<file path="src/rtl/dmiss_handler.sv">
// Miss engine for the dual-issue D-cache. It picks one of two held slot misses (slot 1 wins) and runs a block refill or a sized store on the bus, one at a time.
// done comes 1 + grant wait + B beats + 1 cycles after IDLE for reads, and 3 + waits for writes; a slow bus_gnt/rvalid/wack only stretches the state it stalls.
module dmiss_handler #(
  parameter int B = 8,
  parameter int b = 3,
  parameter int y = 3
) (
  input  logic         clk,
  input  logic         reset_n,
  input  logic         miss1,
  input  logic [63:0]  addr1,
  input  logic         write1,
  input  logic [2:0]   size1,
  input  logic [63:0]  wdata1,
  input  logic         miss2,
  input  logic [63:0]  addr2,
  input  logic         write2,
  input  logic [2:0]   size2,
  input  logic [63:0]  wdata2,
  output logic         done1,
  output logic         done2,
  output logic         refill_valid,
  output logic         refill_port,
  output logic [b-1:0] refill_idx,
  output logic [63:0]  refill_data,
  output logic         refill_last,
  output logic         bus_req,
  output logic [63:0]  bus_addr,
  output logic         bus_we,
  output logic [2:0]   bus_size,
  output logic [63:0]  bus_wdata,
  input  logic         bus_gnt,
  input  logic         bus_rvalid,
  input  logic [63:0]  bus_rdata,
  input  logic         bus_wack
);

  typedef enum logic [2:0] {
    S_IDLE,
    S_REQ,
    S_RD,
    S_WR,
    S_DONE
  } state_t;

  localparam logic [63:0]  ALIGN_MASK = ~((64'd1 << (b + y)) - 64'd1);
  localparam logic [b-1:0] LAST_IDX   = b'(B - 1);

  state_t       r_state;
  state_t       w_next;

  logic [63:0]  r_addr;
  logic         r_we;
  logic [2:0]   r_size;
  logic [63:0]  r_wdata;
  logic         r_port;
  logic [b-1:0] r_cnt;

  logic         r_done1;
  logic         r_done2;
  logic         r_refill_valid;
  logic         r_refill_port;
  logic [b-1:0] r_refill_idx;
  logic [63:0]  r_refill_data;
  logic         r_refill_last;
  logic         r_bus_req;
  logic [63:0]  r_bus_addr;
  logic         r_bus_we;
  logic [2:0]   r_bus_size;
  logic [63:0]  r_bus_wdata;

  logic         w_take;
  logic         w_sel2;
  logic [63:0]  w_addr;
  logic         w_we;
  logic [2:0]   w_size;
  logic [63:0]  w_wdata;
  logic         w_beat;
  logic         w_last_beat;

  // Slot 1 is older in program order, so it wins whenever both are pending.
  assign w_take      = (r_state == S_IDLE) && (miss1 || miss2);
  assign w_sel2      = !miss1;
  assign w_addr      = w_sel2 ? addr2  : addr1;
  assign w_we        = w_sel2 ? write2 : write1;
  assign w_size      = w_sel2 ? size2  : size1;
  assign w_wdata     = w_sel2 ? wdata2 : wdata1;
  assign w_beat      = (r_state == S_RD) && bus_rvalid;
  assign w_last_beat = w_beat && (r_cnt == LAST_IDX);

  always_comb begin
    w_next = r_state;
    case (r_state)
      S_IDLE: if (miss1 || miss2) w_next = S_REQ;
      S_REQ:  if (bus_gnt)        w_next = r_we ? S_WR : S_RD;
      S_RD:   if (w_last_beat)    w_next = S_DONE;
      S_WR:   if (bus_wack)       w_next = S_DONE;
      S_DONE:                     w_next = S_IDLE;
      default:                    w_next = S_IDLE;
    endcase
  end

  always_ff @(posedge clk or negedge reset_n) begin
    if (!reset_n) begin
      r_state        <= S_IDLE;
      r_addr         <= '0;
      r_we           <= 1'b0;
      r_size         <= '0;
      r_wdata        <= '0;
      r_port         <= 1'b0;
      r_cnt          <= '0;
      r_done1        <= 1'b0;
      r_done2        <= 1'b0;
      r_refill_valid <= 1'b0;
      r_refill_port  <= 1'b0;
      r_refill_idx   <= '0;
      r_refill_data  <= '0;
      r_refill_last  <= 1'b0;
      r_bus_req      <= 1'b0;
      r_bus_addr     <= '0;
      r_bus_we       <= 1'b0;
      r_bus_size     <= '0;
      r_bus_wdata    <= '0;
    end else begin
      r_state <= w_next;

      // The bus fields are loaded together with the latch, so they are stable for the whole REQ phase.
      if (w_take) begin
        r_addr      <= w_addr;
        r_we        <= w_we;
        r_size      <= w_size;
        r_wdata     <= w_wdata;
        r_port      <= w_sel2;
        r_cnt       <= '0;
        r_bus_req   <= 1'b1;
        r_bus_addr  <= w_we ? w_addr : (w_addr & ALIGN_MASK);
        r_bus_we    <= w_we;
        r_bus_size  <= w_we ? w_size  : 3'd0;
        r_bus_wdata <= w_we ? w_wdata : 64'd0;
      end else if ((r_state == S_REQ) && bus_gnt) begin
        r_bus_req <= 1'b0;
      end

      r_refill_valid <= w_beat;
      r_refill_last  <= w_last_beat;
      if (w_beat) begin
        r_refill_data <= bus_rdata;
        r_refill_idx  <= r_cnt;
        r_refill_port <= r_port;
        r_cnt         <= r_cnt + 1'b1;
      end

      r_done1 <= (w_next == S_DONE) && !r_port;
      r_done2 <= (w_next == S_DONE) &&  r_port;
    end
  end

  assign done1        = r_done1;
  assign done2        = r_done2;
  assign refill_valid = r_refill_valid;
  assign refill_port  = r_refill_port;
  assign refill_idx   = r_refill_idx;
  assign refill_data  = r_refill_data;
  assign refill_last  = r_refill_last;
  assign bus_req      = r_bus_req;
  assign bus_addr     = r_bus_addr;
  assign bus_we       = r_bus_we;
  assign bus_size     = r_bus_size;
  assign bus_wdata    = r_bus_wdata;

endmodule

</file>
<file path="config.mk">
export PLATFORM = sky130hd
export DESIGN_NAME = dmiss_handler
export DESIGN_NICKNAME = d
export VERILOG_FILES = /design/src/rtl/dmiss_handler.sv
export SDC_FILE = /design/constraint.sdc
export NUM_CORES = 1
export LEC_CHECK = 0
export ABC_CLOCK_PERIOD_IN_PS = 2200
export BUFFER_PORTS_ARGS = -buffer_cell sky130_fd_sc_hd__buf_2
export CORE_AREA = 3 3 207 209
export CTS_CLUSTER_DIAMETER = 120
export CTS_CLUSTER_SIZE = 8
export DETAILED_ROUTE_END_ITERATION = 16
export DIE_AREA = 0 0 210 212
export GPL_ROUTABILITY_DRIVEN = 0
export SLEW_MARGIN = 20
export SYNTH_ARGS = -nofsm -noshare
export SYNTH_HDL_FRONTEND = slang
export SYNTH_SLANG_ARGS = --single-unit
</file>
<file path="constraint.sdc">
create_clock -name clk -period 2.2 [get_ports clk]
set_clock_uncertainty 0.1 [all_clocks]
set_input_delay 0.11 -clock clk [delete_from_list [all_inputs] [get_ports clk]]
set_output_delay 0.11 -clock clk [all_outputs]
set_load 0.02 [all_outputs]
</file>
==> flow_metrics.tcl <==
set metrics [dict create \
    chipWidth_um 210 \
    max_slew_margin_pct 72.15 \
    pwr-share-comb_pct 48.3 \
    internal_power_w 0.01334 \
    antenna_left 0 \
    io-pin-count 540 \
    r2r_start "r_cnt[0]" \
    avgSynthCellArea_um2 14.75 \
    first_global_vias 10180 \
    synth_nets 1036 \
    antenna_found_initial 0 \
    hold_violations 0 \
    routed_wl_um 35810 \
    cts-htree-levels 1 \
    ys_ff_latch 212 \
    core_um2 41020 \
    power_leakage_nw 8.838 \
    cellPowerDensity_nw_per_um2 1198 \
    die_area_um2 44520 \
    final_common_cell "buf_2" \
    vias 9128 \
    synth-xor-area-share_pct 0 \
    worst_pin_slew_ns 0.4177 \
    die_y_um 212 \
    crit_arrival_ns 2.42 \
    yosysSeqAreaShare_pct 51.47 \
    cts_made_buffers 30 \
    clk_pin_slew_worst_paths_ns 0.05 \
    post-cts-setup-buffers 0 \
    ys_types 26 \
    r2r_slack_ns 0.17 \
    vias_per_cell 4.308 \
    crit_end "bus_addr[1]" \
    synthToLayoutAreaGrowth_pct 72.02 \
    initial_utilization_pct 25.13 \
    clk_latency_ns 0.55 \
    routedWlPerCell_um 16.90 \
    start_kind "input port" \
    status "complete, no violations" \
    yosys.area_share.simple_pct 4.006 \
    worst_ep_required_time_ns 2.53 \
    finalSetupViolations 0 \
    gr-usage-all-layers_pct 15.22 \
    tns_ns 0 \
    grt_pass1_wl_um 54700 \
    fmax_mhz 479.6 \
    clockBufferDepth 3 \
    ff2ff_path_depth 6 \
    startpoint "miss1" \
    grt_max_degree 77 \
    worstSetupPathType "in -> reg" \
    drtPass1Iterations 4 \
    final.min_clock_period_ns 2.085 \
    hold_class "in -> reg" \
    peakVddDrop_mv 0.6061 \
    swShare_pct 37.22 \
    synth_cells 699 \
    path_max_fanout 38 \
    synth_top_family_by_area "multiplexers" \
    maxCapViolCount 0 \
    synth_top_area_cell "dfrtp_1" \
    yosys-top-cells-area "dfrtp_1, mux2_2, mux2_4" \
    synth_compound_area_share_pct 0.5220 \
    port_buffers 539 \
    post-route-period-util_pct 94.78 \
    row_count 74 \
    drv_slew 0 \
    layout_common_cells "buf_2, dlygate4sd3_1, dfrtp_1" \
    drt_iter0_drc 311 \
    cts_tree "done" \
    clock-sinks 212 \
    utilization_pct 43.23 \
    drcViolationCount 0 \
    endpoint_kind "register" \
    gr-total-overflow 0 \
    yosysTopAreaCellShare_pct 51.47 \
    netlist_area_um2 10310 \
    fin_nets 1922 \
    dp_hpwl_um 22790 \
    r2r-end "done1" \
    p_clk_share_pct 19.3 \
    grt_setup_unrepaired "no" \
    synth_fa_ha_area_share_pct 0.2428 \
    power_switching_w 0.007906 \
    clockRootBuffer "clkbuf_16" \
    drive_gt1_share_pct 53.75 \
    seqPwrFrac_pct 32.4 \
    synthMuxAreaShare_pct 39.21 \
    yosysWarningCount 0 \
    p_total_w 0.02124 \
]
registers in the layout, indices dropped and copies added, names as in the netlist, 3 cells and up:
register and count:
bus_addr 64, bus_size 3, bus_wdata 64, r_cnt 3, r_state 3, refill_data 64, refill_idx 3
worst max-delay path, stage by stage:
cell and delay [ns]:
buf_6 0.11, dlygate4sd3_1 0.61, buf_12 0.26, mux2i_1 0.32
dlygate4sd3_1 0.62, nor2_1 0.06, mux2_4 0.26
per-layer routing:
layer / global-route usage (%) / up-vias / routed length, um
li1: - / 4216 / -
met1: 17.16 / 4474 / 13760
met2: 28.55 / 354 / 18940
met3: 2.789 / 84 / 1911
met4: 5.859 / 0 / 1193
met5: 0 / - / 0
area by class of cell:
class                           instances  area (um2)
Antenna cell                            2       5.005
Clock inverter                          2       46.29
Tap cell                              532       665.6
Timing Repair Buffer                  900        6397
Multi-Input combinational cell        438        4549
Fill cell                            3697       23290
Inverter                                3       11.26
Clock buffer                           30       750.7
Sequential cell                       212        5305
worst min path at each step:
stage	to	depth (start not counted)	slack [ns]	start
final	bus_we	4	0.11	write1
after global routing	bus_we	4	0.13	write1
after detailed placement	refill_data[19]	1	-0.01	reset_n
after CTS	bus_we	4	0.07	write1
after global placement	refill_data[20]	1	-0.02	reset_n
after floorplan	bus_addr[0]	0	-0.29	reset_n
power groups by stage:
stage / Clock [W] / Sequential, W / Combinational (W)
after global routing: 0.00439 / 0.00713 / 0.0108
after global placement: 0 / 0.00687 / 0.00953
after CTS: 0.00423 / 0.00688 / 0.0103
final: 0.00410 / 0.00689 / 0.0103
after floorplan: 0 / 0.00915 / 0.00437
after detailed placement: 0 / 0.00688 / 0.00970
logic make-up (layout without fill, tap and decap cells):
group / count (synthesis) / in the layout
AOI/OAI and AO/OA: 9 / 9
buffers and inverters: 49 / 935
other: 0 / 2
and+or+nand+nor: 94 / 94
adders and majority gates: 2 / 2
muxes: 333 / 333
DFF: 212 / 212
metrics by stage:
| step | hold WS (ns) | std cells | setup WS (ns) | cell area, um2 |
|---|---|---|---|---|
| floorplan | -0.2856 | 699 | 0.4929 | 10310 |
| global placement | -0.02061 | 1750 | 0.2777 | 13570 |
| detailed placement | -0.01468 | 1750 | 0.2502 | 13570 |
| CTS | 0.07293 | 2117 | 0.1592 | 17730 |
| global route | 0.1334 | 2117 | 0.08612 | 17730 |
| finish | 0.1123 | 2119 | 0.1148 | 17730 |
synth_stat cells, drive strengths merged:
cell type and instances:
nand2 4, nor2 75, ha 2, nand3b 2, clkbuf 6, inv 3, a22oi 1, a31o 1
mux2i 76, buf 40, a21oi 2, a21o 1, and2 3, o21ai 4, mux2 257, nor2b 2
nand2b 5, and4bb 1, nor4 1, nand3 1, dfrtp 212
timing repair:
item,4_1_cts,5_1_grt
resized for setup,0,0
hold buffers,335,0
endpoints found under the hold margin,414,0
Note: power is estimated with default switching activity, not from simulation.
